## src/rtl/quad_decoder.sv

```systemverilog
// rtl/quad_decoder.sv - quadrature A/B decoder driving a saturating position counter
module quad_decoder #(
  parameter int WIDTH       = 5,
  parameter int SYNC_STAGES = 2
) (
  input  logic             CLK,
  input  logic             RST,
  input  logic             A,
  input  logic             B,
  input  logic             Load,
  input  logic [WIDTH-1:0] IN,
  input  logic             Clear,
  output logic [WIDTH-1:0] Counter,
  output logic             High,
  output logic             Low,
  output logic             Up,
  output logic             Down,
  output logic             Err
);

  typedef enum logic {
    ST_PRIME,
    ST_TRACK
  } state_t;

  localparam int PW = $clog2(SYNC_STAGES + 1) + 1;
  localparam logic [PW-1:0] PRIME_LAST = PW'(SYNC_STAGES);

  logic [SYNC_STAGES-1:0] r_sync_a;
  logic [SYNC_STAGES-1:0] r_sync_b;
  logic [1:0]             r_prev;
  logic [PW-1:0]          r_prime_cnt;
  state_t                 r_state;
  state_t                 w_state_next;
  logic [WIDTH-1:0]       r_counter;
  logic                   r_up;
  logic                   r_down;
  logic                   r_err;

  logic [1:0] w_s;
  logic [1:0] w_idx_s;
  logic [1:0] w_idx_prev;
  logic [1:0] w_delta;
  logic       w_prime_done;
  logic       w_decode_en;
  logic       w_step_up;
  logic       w_step_down;
  logic       w_illegal;

  // Synchronized phase; Gray code 00,01,11,10 maps to positions 0..3 so a
  // modulo-4 position difference gives direction (1 fwd, 3 rev, 2 illegal).
  assign w_s          = {r_sync_a[SYNC_STAGES-1], r_sync_b[SYNC_STAGES-1]};
  assign w_idx_s      = {w_s[1], w_s[1] ^ w_s[0]};
  assign w_idx_prev   = {r_prev[1], r_prev[1] ^ r_prev[0]};
  assign w_delta      = w_idx_s - w_idx_prev;
  assign w_prime_done = (r_prime_cnt == PRIME_LAST);

  // Synchronizer chains for A and B; prev tracks the last decoded phase every cycle.
  always_ff @(posedge CLK or negedge RST) begin
    if (!RST) begin
      r_sync_a <= '0;
      r_sync_b <= '0;
      r_prev   <= 2'b00;
    end else begin
      r_sync_a <= {r_sync_a[SYNC_STAGES-2:0], A};
      r_sync_b <= {r_sync_b[SYNC_STAGES-2:0], B};
      r_prev   <= w_s;
    end
  end

  // State register plus prime counter that holds off decoding after reset.
  always_ff @(posedge CLK or negedge RST) begin
    if (!RST) begin
      r_state     <= ST_PRIME;
      r_prime_cnt <= '0;
    end else begin
      r_state <= w_state_next;
      if (r_state == ST_PRIME) begin
        r_prime_cnt <= r_prime_cnt + 1'b1;
      end
    end
  end

  // Next-state and step decode; steps are only recognised once tracking.
  always_comb begin
    w_state_next = r_state;
    w_decode_en  = 1'b0;
    w_step_up    = 1'b0;
    w_step_down  = 1'b0;
    w_illegal    = 1'b0;
    case (r_state)
      ST_PRIME: begin
        if (w_prime_done) begin
          w_state_next = ST_TRACK;
        end
      end
      ST_TRACK: begin
        w_decode_en = 1'b1;
      end
      default: begin
        w_state_next = ST_PRIME;
      end
    endcase
    if (w_decode_en) begin
      w_step_up   = (w_delta == 2'd1);
      w_step_down = (w_delta == 2'd3);
      w_illegal   = (w_delta == 2'd2);
    end
  end

  // Position counter: load beats stepping; steps saturate at either end.
  always_ff @(posedge CLK or negedge RST) begin
    if (!RST) begin
      r_counter <= '0;
    end else if (Load) begin
      r_counter <= IN;
    end else if (w_step_up && (r_counter != '1)) begin
      r_counter <= r_counter + 1'b1;
    end else if (w_step_down && (r_counter != '0)) begin
      r_counter <= r_counter - 1'b1;
    end
  end

  // Step pulses and sticky error flag; a new illegal transition beats Clear.
  always_ff @(posedge CLK or negedge RST) begin
    if (!RST) begin
      r_up   <= 1'b0;
      r_down <= 1'b0;
      r_err  <= 1'b0;
    end else begin
      r_up   <= w_step_up;
      r_down <= w_step_down;
      if (w_illegal) begin
        r_err <= 1'b1;
      end else if (Clear) begin
        r_err <= 1'b0;
      end
    end
  end

  assign Counter = r_counter;
  assign High    = &r_counter;
  assign Low     = ~|r_counter;
  assign Up      = r_up;
  assign Down    = r_down;
  assign Err     = r_err;

endmodule

```

## config.mk

```make
export PLATFORM = sky130hd
export DESIGN_NAME = quad_decoder
export DESIGN_NICKNAME = d
export VERILOG_FILES = /design/src/rtl/quad_decoder.sv
export SDC_FILE = /design/constraint.sdc
export NUM_CORES = 1
export LEC_CHECK = 0
export BUFFER_PORTS_ARGS = -buffer_cell sky130_fd_sc_hd__buf_2
export CORE_ASPECT_RATIO = 0.6
export CORE_MARGIN = 2
export CORE_UTILIZATION = 23
export CTS_CLUSTER_DIAMETER = 200
export DETAILED_ROUTE_END_ITERATION = 12
export PLACE_DENSITY = 0.43
export SLEW_MARGIN = 10
export SYNTH_ARGS = -nofsm -noshare
export SYNTH_HDL_FRONTEND = slang
export SYNTH_SLANG_ARGS = --single-unit
```

## constraint.sdc

```tcl
create_clock -name CLK -period 7.28 [get_ports CLK]
set_input_delay 0.728 -clock CLK [delete_from_list [all_inputs] [get_ports CLK]]
set_output_delay 0.728 -clock CLK [all_outputs]
set_load 0.02 [all_outputs]
```

* Yosys cells after proc, flatten, opt, wreduce, memory -nomap -nowiden
Cells that the tools add are included.
** Operators by class
- Multiplexer cells :: 11
- $add $sub $neg :: 4
- Reduce and logical (&&, ||, !) cells :: 8
- Bitwise logic cells :: 2
- Equal/unequal tests :: 5
** Operators with widths (number)
- $mux W5 :: 3
- $mux W1 :: 8
- $add A5 B1 Y5 const B :: 1
- $ne A5 B5 Y1 const B :: 1
- $reduce_and A5 Y1 :: 1
- $reduce_bool A5 Y1 :: 1
- $reduce_or A5 Y1 :: 1
- $sub A5 B1 Y5 const B :: 1
- $eq A2 B2 Y1 const B :: 2
- $add A3 B1 Y3 const B :: 1
- $eq A3 B2 Y1 const B :: 1
- $reduce_bool A3 Y1 :: 1
- $eq A2 B1 Y1 const B :: 1
- $logic_and A1 B1 Y1 :: 2
- $reduce_bool A2 Y1 :: 1
- $sub A2 B2 Y2 :: 1
- $xor A1 B1 Y1 :: 2
- $logic_not A1 Y1 :: 1
** Word-level totals
- Bits of input ports :: 11
- Word-level logic and storage cells :: 39
- Register bits after elaboration :: 18
- Output and inout bits :: 10

* Depth between registers and ports, before layout
Gate-level depths: netlist of run 1.
- Depth in word-level cells :: 8
- Gate-level depth with buffers :: 11
- Mapped depth without buffers :: 11

* Least setup slack after synthesis of run 1
OpenSTA, ideal clock, no wires.
- Path type :: flip-flop to flip-flop
- Start point :: reg r_prev[1]
- End point :: reg r_counter[4], in the netlist Counter[4]
- Cell stages (with the launch flop) :: 11
- Arrival :: 2.324 ns
- Period minus slack after synthesis :: 2.453 ns
- Data required time :: 7.151 ns
- Path buffers :: 0
- Path slack :: 4.827 ns
- Library setup time :: 0.129 ns
- Path through :: dfrtp_1 > xor2_1 > ha_1 > nand2b_1 > a211oi_2 > inv_1 > ha_1 > a21o_1 > a21oi_1 > xnor2_1 > o211ai_2
** Between the ends
- Word-level cells in the longest chain between the ends :: 7
- Elaborated cells between the ends (all ways) :: 11
- Those cells by class :: 1 x add/sub; 2 x eq/ne; 4 x mux; 1 x bitwise; 3 x reduce/logical
** Ends and longest elaborated chain
- start: declaration :: RTL line 31 : logic [1:0] r_prev;
- start signal: assignment :: RTL line 67 : r_prev <= w_s;
- $xor A1 B1 Y1 :: RTL line 54 : assign w_idx_prev = {r_prev[1], r_prev[1] ^ r_prev[0]};
- $sub A2 B2 Y2 (*) :: RTL line 55 : assign w_delta = w_idx_s - w_idx_prev;
- $eq A2 B1 Y1 :: RTL line 105 : w_step_up = (w_delta == 2'd1);
- $mux W1 :: RTL line 104 : if (w_decode_en) begin
- $logic_and A1 B1 Y1 :: RTL line 117 : end else if (w_step_up && (r_counter != '1)) begin
- $mux W5 :: RTL line 117
- $mux W5 :: RTL line 115 : end else if (Load) begin
- end signal: assignment :: RTL line 118 : r_counter <= r_counter + 1'b1;
- end signal: assignment :: RTL line 120 : r_counter <= r_counter - 1'b1;
- end: declaration :: RTL line 35 : logic [WIDTH-1:0] r_counter;
Every way passes the cells marked *; elsewhere a longest branch is shown, timed or not.
A chain may end at the register's enable or synchronous reset.

* Final worst setup path of run 1
Same ends and word-level chain as after synthesis.

==> summary.txt, run 1 <==
Timing
  • Fin. max-slew vios: 0
  • Setup Skew: 0.000365 ns
  • Headroom to the max-slew limit: 0.725
  • # setup viols final: 0
  • Unrepaired setup endpoints after global routing: false
  • Ratio of final minimum period to clock period: 0.368
  • Post-Route Setup TNS: 0 ns
  • Top achievable clock speed: 0.373 GHz
  • Final Hold Fails: 0
  • Tmin final: 2.68 ns
  • Slew at the pin with the worst max-slew slack: 0.411 ns

Synthesis
  • Sequential-to-total area share from yosys stat: 0.471
  • Post-Synthesis Cells: 80
  • Number of warnings printed during yosys synthesis: 0
  • Count of cell types in the netlist: 31
  • Most frequent cell after synthesis: sky130_fd_sc_hd__dfrtp_1
  • Top post-synthesis cells by area: sky130_fd_sc_hd__dfrtp_1 (47%), sky130_fd_sc_hd__ha_1 (7.8%), sky130_fd_sc_hd__xnor2_1 (6.4%)
  • Synth Register Bits: 18
  • Main flop type after synthesis: sky130_fd_sc_hd__dfrtp_1
  • Post-synthesis area per instance: 12.0 µm²
  • Proportion of netlist area held by the largest area contributor: 0.471
  • Total standard cell area after synthesis: 957 µm²
  • Ys async rst share: 1.00
  • Synth area leader: sky130_fd_sc_hd__dfrtp_1
  • Count of flip-flops with a built-in enable after synthesis: 0
  • Top cell types by occurrence after synthesis: sky130_fd_sc_hd__dfrtp_1 (18), sky130_fd_sc_hd__inv_1 (7), sky130_fd_sc_hd__xnor2_1 (7)
  • Net count after synthesis: 98

Clock network
  • Root buffer cell: sky130_fd_sc_hd__clkbuf_8
  • Post-CTS setup repair buffer count: 0
  • CTS Sinks: 18
  • CTS clock-pin slew for the worst setup and hold paths: 0.06 ns
  • Post-CTS resize count: 0
  • CTS tree: built
  • Clock Tree Buf Depth: 2
  • Maximum level of the CTS H-tree: 1
  • Number of buffers inserted during clock tree synthesis: 3
  • Source-to-sink clock delay at the later pin of the worst-skew pair: 0.24 ns
  • Post-CTS Hold Fix Bufs: 0

Place
  • Routability congestion estimate from global placement: 0.724
  • Number of port buffers: 20
  • Half-perimeter wire length after placement: 1360 µm

Cells and area
  • Final Core Density: 0.285
  • Number of nets in the final layout: 122
  • Number of inserted filler cells in the final layout: 444
  • Share of layout cells above drive strength 1: 0.324
  • Relative area change from synthesis to final layout: 20.9%
  • Antenna diode instance count: 0

Global routing
  • Grt total ovfl: 0
  • Maximum number of pins on one net before global-route repair: 19
  • Global-route wire length before repair: 2910 µm
  • Number of global-route vias before repair: 655
  • Number of antenna violations at the first check in global routing: 0
  • Total track usage: 0.0840

Pwr
  • Leak: 0.562 nW
  • Power per standard cell area: 299 mW/mm²
  • Maximum vdd drop: 0.0000719 V

Setup path
  • WS Path Type: reg -> reg
  • Reg2Reg Setup Slack: 4.60 ns
  • CP arrival: 2.81 ns
  • Crit path max fanout: 5
  • Worst path required time: 7.41 ns
  • Critical Path Start Type: register
  • Crit path capture type: register

Job
  • Max-Cap Viols: 0

Drt
  • Detailed-route via count: 632
  • 1st-iter DRT viols: 4
  • Antenna violation net count after detailed routing: 0
  • Routed WL per cell: 11.5 µm
  • Number of remaining DRC errors: 0
  • Post-Route WL: 1750 µm
  • Iteration count of the initial detailed-routing pass: 4
  • Average via count per standard cell: 4.16

Floorplan
  • Initial standard-cell utilization of the core: 0.236
  • Die X-Extent: 87.3 µm
  • Area of the core region: 0.00405 mm²
  • Total die area: 0.00471 mm²
  • Vert. Die Dim: 54.0 µm
  • Placement row count: 18
  • Io pins: 21

Worst hold path
  • Worst Hold Class: reg -> reg

Run status
  • Outcome: complete, no violations
critical path, cell delays in order (launching register included):
cell and delay [ns]:
sky130_fd_sc_hd__dfrtp_1 0.43, sky130_fd_sc_hd__xor2_1 0.18, sky130_fd_sc_hd__ha_1 0.29, sky130_fd_sc_hd__nand2b_1 0.25, sky130_fd_sc_hd__a211oi_2 0.29, sky130_fd_sc_hd__inv_1 0.15
sky130_fd_sc_hd__ha_1 0.34, sky130_fd_sc_hd__a21o_1 0.20, sky130_fd_sc_hd__a21oi_1 0.19, sky130_fd_sc_hd__xnor2_1 0.15, sky130_fd_sc_hd__o211ai_2 0.10
layer usage:
metal,vias to the layer above,global-route usage,part of all wire
met5,-,0,0
met4,0,0.0385,0.015
met3,2,0.0276,0.051
met2,14,0.130,0.45
met1,304,0.108,0.49
li1,312,-,-
final cells by class:
cell class	instances	area, µm²	share of cell area
clock buffers	3	41.3	0.0357
inverters	7	26.3	0.0227
flip-flops and latches	18	450	0.389
multi-input cells	54	477	0.412
well taps	50	62.6	0.0541
repair buffers	20	100	0.0865
report_power, final:
part / total [W] / switching, W / internal, W
sequential: 0.000131 / 0.0000162 / 0.000115
combinational: 0.000150 / 0.0000796 / 0.0000700
clock: 0.0000659 / 0.0000292 / 0.0000366
total: 0.000347 / 0.000125 / 0.000222
flip-flops by register name (all words and copies together) (netlist names):
signal,flops
r_sync_b,2
r_sync_a,2
Up,1
Err,1
Down,1
r_prime_cnt,3
r_prev,2
Counter,5
r_state,1
stage by stage:
stage | std cells | instance area [µm²] | hold WS [ns] | power, W | worst slack (ns)
finish | 152 | 1160 | 0.349 | 0.000347 | 4.60
global route | 152 | 1160 | 0.354 | 0.000376 | 4.38
CTS | 152 | 1160 | 0.350 | 0.000353 | 4.57
detailed placement | 149 | 1120 | 0.336 | 0.000284 | 4.59
global placement | 149 | 1120 | 0.333 | 0.000281 | 4.61
floorplan | 80 | 957 | 0.331 | 0.000245 | 4.83
cell families after synthesis:
logic type               synth area share
XOR/XNOR                            0.124
flip-flops                          0.471
AND/OR/NAND/NOR                     0.106
buffers and inverters              0.0314
AO/OA/AOI/OAI                       0.132
adder cells (fa/ha/maj)            0.0993
multiplexers                       0.0366
path summary, 6_finish.rpt:
kind	from	endpoint	depth (start not counted)
max	r_prev[1]	Counter[4]	10
min	r_sync_b[0]	r_sync_b[1]	0
max reg2reg	r_prev[1]	Counter[4]	10
min reg2reg	r_sync_b[0]	r_sync_b[1]	0
max in group asynchronous	RST	r_prime_cnt[0]	1
min in group asynchronous	RST	r_sync_a[0]	1
cells in the final DEF (no fill, tap or decap), drive strengths merged:
| master | count |
|---|---|
| xor2 | 1 |
| mux2i | 2 |
| inv | 7 |
| or3b | 1 |
| and4 | 1 |
| nor3 | 1 |
| and2 | 1 |
| a21o | 3 |
| nand2 | 6 |
| xnor3 | 1 |
| a21oi | 3 |
| xor3 | 1 |
| mux2 | 1 |
| buf | 20 |
| xnor2 | 7 |
| nor2b | 1 |
| o21ba | 1 |
| ha | 6 |
| or2b | 1 |
| a211oi | 2 |
| clkbuf | 3 |
| o21ai | 6 |
| nand3 | 1 |
| fa | 1 |
| nor2 | 3 |
| o211ai | 1 |
| or4 | 1 |
| dfrtp | 18 |
| nand2b | 1 |
(Power assumes the default switching activity.)
==> run 2: changes to the inputs <==
--- a/config.mk
+++ b/config.mk
@@ -5,6 +5,7 @@
 export SDC_FILE = /design/constraint.sdc
 export NUM_CORES = 1
 export LEC_CHECK = 0
+export ABC_AREA = 1
 export BUFFER_PORTS_ARGS = -buffer_cell sky130_fd_sc_hd__buf_2
 export CORE_ASPECT_RATIO = 0.6
 export CORE_MARGIN = 2
==> constraint.sdc (replaced) <==
create_clock -name CLK -period 2.7 [get_ports CLK]
set_input_delay 0.27 -clock CLK [delete_from_list [all_inputs] [get_ports CLK]]
set_output_delay 0.27 -clock CLK [all_outputs]
set_load 0.02 [all_outputs]
==> run 2 against run 1 <==
  * Count of clock-buffer cells in the layout up 1
  * Sequential cell count unchanged
  * Routed wire length up 5.0%
  * First-iteration DRC count rose to 3.8 times the previous value
  * Critical endpoint unchanged
  * Largest cell class unchanged
  * Combinational power rose to 3.0 times the previous value
  * Non-clock buffer count up 1
  * Clock skew about the same
  * Critical path depth up 7
==> summary.txt, run 2 <==
Run status
  • Outcome: complete, no violations (unchanged)

Clock network
  • Maximum level of the CTS H-tree: 1 (unchanged)
  • CTS Sinks: 18 (unchanged)
  • Root buffer cell: sky130_fd_sc_hd__clkbuf_8 (unchanged)
  • Source-to-sink clock delay at the later pin of the worst-skew pair: 0.25 ns (was 0.24 ns)
  • CTS tree: built (unchanged)
  • Number of buffers inserted during clock tree synthesis: 3 (unchanged)
  • CTS clock-pin slew for the worst setup and hold paths: 0.06 ns (about the same)
  • Clock Tree Buf Depth: 2 (unchanged)

Synthesis
  • Post-synthesis area per instance: 8.82 µm² (was 12.0 µm²)
  • Net count after synthesis: 134 (was 98)
  • Proportion of netlist area held by the largest area contributor: 0.440 (was 0.471)
  • Synth Register Bits: 18 (unchanged)
  • Post-Synthesis Cells: 116 (was 80)
  • Compound-gate portion of the synthesized area: 0.0782 (was 0.132)
  • Synth area leader: sky130_fd_sc_hd__dfrtp_1 (unchanged)
  • XOR/XNOR share of the synthesized area: 0.0513 (was 0.124)
  • Mux contribution to synthesized area: 0 (was 0.0366)
  • Most frequent cell after synthesis: sky130_fd_sc_hd__nand2_1 (was sky130_fd_sc_hd__dfrtp_1)
  • Main flop type after synthesis: sky130_fd_sc_hd__dfrtp_1 (unchanged)
  • Top cell types by occurrence after synthesis: sky130_fd_sc_hd__nand2_1 (26), sky130_fd_sc_hd__dfrtp_1 (18), sky130_fd_sc_hd__inv_1 (18) (was sky130_fd_sc_hd__dfrtp_1 (18), sky130_fd_sc_hd__inv_1 (7), sky130_fd_sc_hd__xnor2_1 (7))
  • Ys async rst share: 1.00 (unchanged)
  • Count of cell types in the netlist: 23 (was 31)
  • Total standard cell area after synthesis: 0.00102 mm² (was 957 µm²)
  • Arithmetic-cell share of the synthesized area counting full adders, half adders and majority gates: 0.0929 (was 0.0993)
  • Number of warnings printed during yosys synthesis: 0 (unchanged)
  • Count of flip-flops with a built-in enable after synthesis: 0 (unchanged)
  • Sequential-to-total area share from yosys stat: 0.440 (was 0.471)
  • Dominant combinational cell family by area after synthesis: simple AND/OR/NAND/NOR gates (was compound AO/OA/AOI/OAI gates)
  • Top post-synthesis cells by area: sky130_fd_sc_hd__dfrtp_1 (44%), sky130_fd_sc_hd__nand2_1 (9.5%), sky130_fd_sc_hd__ha_1 (7.3%) (was sky130_fd_sc_hd__dfrtp_1 (47%), sky130_fd_sc_hd__ha_1 (7.8%), sky130_fd_sc_hd__xnor2_1 (6.4%))
  • Simple-gate area share of the yosys netlist: 0.237 (was 0.106)

Timing
  • Unrepaired setup endpoints after global routing: false (unchanged)
  • # setup viols final: 0 (unchanged)
  • Top achievable clock speed: 0.416 GHz (was 0.373 GHz)
  • Ratio of final minimum period to clock period: 0.891 (was 0.368)
  • Headroom to the max-slew limit: 0.735 (was 0.725)
  • Tmin final: 2.41 ns (was 2.68 ns)
  • Final Hold Fails: 0 (unchanged)
  • Fin. max-slew vios: 0 (unchanged)
  • Slew at the pin with the worst max-slew slack: 0.397 ns (was 0.411 ns)
  • Post-Route Setup TNS: 0 ns (unchanged)
  • Setup Skew: 0.000749 ns (was 0.000365 ns)

Setup path
  • Crit path max fanout: 6 (was 5)
  • Cell chain of the critical path: xor2_1 -> ha_1 -> inv_1 -> nand2_1 -> nand2_1 -> nand2_1 -> nand2_4 -> nand3_4 -> ha_1 -> a21oi_1 -> nor2_1 -> nor2_1 -> inv_1 -> nand3_1 -> nand3_1 -> nand2_1 -> nand2_1 (was xor2_1 -> ha_1 -> nand2b_1 -> a211oi_2 -> inv_1 -> ha_1 -> a21o_1 -> a21oi_1 -> xnor2_1 -> o211ai_2)
  • Worst reg2reg startpoint: r_prev[1] (unchanged)
  • Critical Path Start Type: register (unchanged)
  • Standard cell with the maximum stage delay on the critical path: sky130_fd_sc_hd__dfrtp_1 (unchanged)
  • Worst Reg-to-Reg Cells: 17 (was 10)
  • Worst path required time: 2.84 ns (was 7.41 ns)
  • Top Family by Delay on Critical Path: simple AND/OR/NAND/NOR gates (was compound AO/OA/AOI/OAI gates)
  • Setup crit start: r_prev[1] (unchanged)
  • Critical path capture point: Counter[4] (unchanged)
  • Crit path capture type: register (unchanged)
  • Cell type with the highest occurrence count on the critical path: sky130_fd_sc_hd__nand2_1 (was sky130_fd_sc_hd__ha_1)
  • CP arrival: 2.55 ns (was 2.81 ns)
  • Reg2Reg Setup Slack: 0.29 ns (was 4.60 ns)
  • Total buffers and inverters traversed by the critical path: 2 (was 1)
  • R2R Path End: Counter[4] (unchanged)
  • Slowest cell delay on critical path: 0.42 ns (was 0.43 ns)
  • Count of cell instances traversed by the critical path: 17 (was 10)
  • WS Path Type: reg -> reg (unchanged)

Place
  • Half-perimeter wire length after placement: 1530 µm (was 1360 µm)
  • Routability congestion estimate from global placement: 0.651 (was 0.724)
  • Number of port buffers: 20 (unchanged)
  • Cell count after placement: 196 (was 149)

Drt
  • Detailed-route via count: 761 (was 632)
  • Post-Route WL: 1840 µm (was 1750 µm)
  • 1st-iter DRT viols: 15 (was 4)
  • Average via count per standard cell: 3.79 (was 4.16)
  • Iteration count of the initial detailed-routing pass: 4 (unchanged)
  • Number of remaining DRC errors: 0 (unchanged)
  • Antenna violation net count after detailed routing: 0 (unchanged)
  • Routed WL per cell: 9.13 µm (was 11.5 µm)

Floorplan
  • Total die area: 0.00502 mm² (was 0.00471 mm²)
  • Die X-Extent: 90.1 µm (was 87.3 µm)
  • Initial standard-cell utilization of the core: 0.244 (was 0.236)
  • Io pins: 21 (unchanged)
  • Placement row count: 18 (unchanged)
  • Area of the core region: 0.00419 mm² (was 0.00405 mm²)
  • Vert. Die Dim: 55.7 µm (was 54.0 µm)

Cells and area
  • Final standard cell count with taps included and fillers excluded: 201 (was 152)
  • Highest-count cells in the layout ignoring fill and taps: sky130_fd_sc_hd__nand2_1 (26), sky130_fd_sc_hd__buf_2 (20), sky130_fd_sc_hd__dfrtp_1 (18), sky130_fd_sc_hd__inv_1 (18), sky130_fd_sc_hd__nand3_1 (11) (was sky130_fd_sc_hd__buf_2 (20), sky130_fd_sc_hd__dfrtp_1 (18), sky130_fd_sc_hd__inv_1 (7), sky130_fd_sc_hd__xnor2_1 (7))
  • Number of flip-flops under the largest register name: 5 (unchanged)
  • Share of layout cells above drive strength 1: 0.255 (was 0.324)
  • Most frequent standard cell in the layout excluding fill and tap cells: sky130_fd_sc_hd__nand2_1 (was sky130_fd_sc_hd__buf_2)
  • Antenna diode instance count: 0 (unchanged)
  • Number of nets in the final layout: 160 (was 122)
  • Relative area change from synthesis to final layout: 23.5% (was 20.9%)

Pwr
  • Leak: 0.686 nW (was 0.562 nW)
  • Power per standard cell area: 812 mW/mm² (was 299 mW/mm²)
  • Maximum vdd drop: 0.000247 V (was 0.0000719 V)

Global routing
  • Number of antenna violations at the first check in global routing: 0 (unchanged)
  • Number of global-route vias before repair: 740 (was 655)
  • Maximum number of pins on one net before global-route repair: 19 (unchanged)
  • Total track usage: 0.0819 (was 0.0840)
  • Global-route wire length before repair: 3280 µm (was 2910 µm)
  • Grt total ovfl: 0 (unchanged)

Worst hold path
  • Worst Hold Path Cells: 1 (was 0)
  • Worst Hold Class: in -> reg (was reg -> reg)

Job
  • Max-Cap Viols: 0 (unchanged)
## run 2: cell count changes in the layout (fill, tap and decap cells not counted), moves of 2 or more
cell	before	now
sky130_fd_sc_hd__inv_2	0	3
sky130_fd_sc_hd__mux2i_1	2	0
sky130_fd_sc_hd__o21ai_1	3	1
sky130_fd_sc_hd__a21o_1	3	0
sky130_fd_sc_hd__nand2_1	6	26
sky130_fd_sc_hd__nand3_4	0	2
sky130_fd_sc_hd__inv_1	7	18
sky130_fd_sc_hd__xor2_1	1	4
sky130_fd_sc_hd__nand3_1	1	11
sky130_fd_sc_hd__o21ai_0	2	8
sky130_fd_sc_hd__xnor2_1	7	2
## run 2: how the worst min path moves through the flow
stage                     start          end
after floorplan             RST   Counter[0]
after global placement      RST    r_prev[0]
after detailed placement    RST          Err
after CTS                     B  r_sync_b[0]
after global routing          B  r_sync_b[0]
final                         A  r_sync_a[0]
## run 2: area by class of cell
class                      count  area [µm²]
timing repair buffer          21         110
fill                         466        2930
tap                           60        75.1
inverter                      23         103
multi-input combinational     75         470
sequential                    18         450
clock buffer                   4        55.1
## run 2: worst register-to-register path, cell delays in order (launching register included)
cell                      delay, ns
sky130_fd_sc_hd__dfrtp_1       0.42
sky130_fd_sc_hd__xor2_1        0.18
sky130_fd_sc_hd__ha_1          0.22
sky130_fd_sc_hd__inv_1         0.08
sky130_fd_sc_hd__nand2_1       0.06
sky130_fd_sc_hd__nand2_1       0.07
sky130_fd_sc_hd__nand2_1       0.08
sky130_fd_sc_hd__nand2_4       0.10
sky130_fd_sc_hd__nand3_4       0.11
sky130_fd_sc_hd__ha_1          0.35
sky130_fd_sc_hd__a21oi_1       0.16
sky130_fd_sc_hd__nor2_1        0.05
sky130_fd_sc_hd__nor2_1        0.12
sky130_fd_sc_hd__inv_1         0.05
sky130_fd_sc_hd__nand3_1       0.07
sky130_fd_sc_hd__nand3_1       0.07
sky130_fd_sc_hd__nand2_1       0.06
sky130_fd_sc_hd__nand2_1       0.05
## run 2: metal layers
layer,global-route usage,vias to the layer above,share of wire
li1,-,415,-
met2,0.124,8,0.42
met4,0.0396,0,0.017
met1,0.106,334,0.53
met5,0,-,0
met3,0.0271,4,0.032
## run 2: repair_timing
action                                  4_1_cts  5_1_grt
gates resized for setup                       0        0
endpoints found under the hold margin        18        0
endpoints found under the setup margin        0        0
hold buffers                                  1        0
setup buffers                                 0        0
## run 2: cells by family after synthesis
family | Yosys count
AO/OA/AOI/OAI | 14
XOR/XNOR | 6
adder cells (fa/ha/maj) | 7
buffers and inverters | 23
flip-flops | 18
AND/OR/NAND/NOR | 48
## run 2: through the flow
step | total power [W] | setup WS, ns | instance area (µm²) | utilization | hold WS (ns)
3_3_place_gp | 0.000824 | 0.346 | 1200 | 0.286 | 0.217
6_report | 0.00103 | 0.294 | 1260 | 0.302 | 0.122
3_5_place_dp | 0.000824 | 0.281 | 1200 | 0.286 | 0.226
4_1_cts | 0.00105 | 0.274 | 1260 | 0.302 | 0.110
2_1_floorplan | 0.000703 | 0.469 | 1020 | - | -0.0256
5_1_grt | 0.00112 | 0.0472 | 1260 | 0.302 | 0.103
## run 2: where the power goes
part	switching [W]	internal (W)	leakage [nW]
registers	0.0000551	0.000316	0.208
clock network	0.0000834	0.000129	0.0288
logic	0.000269	0.000174	0.449
total	0.000408	0.000619	0.686
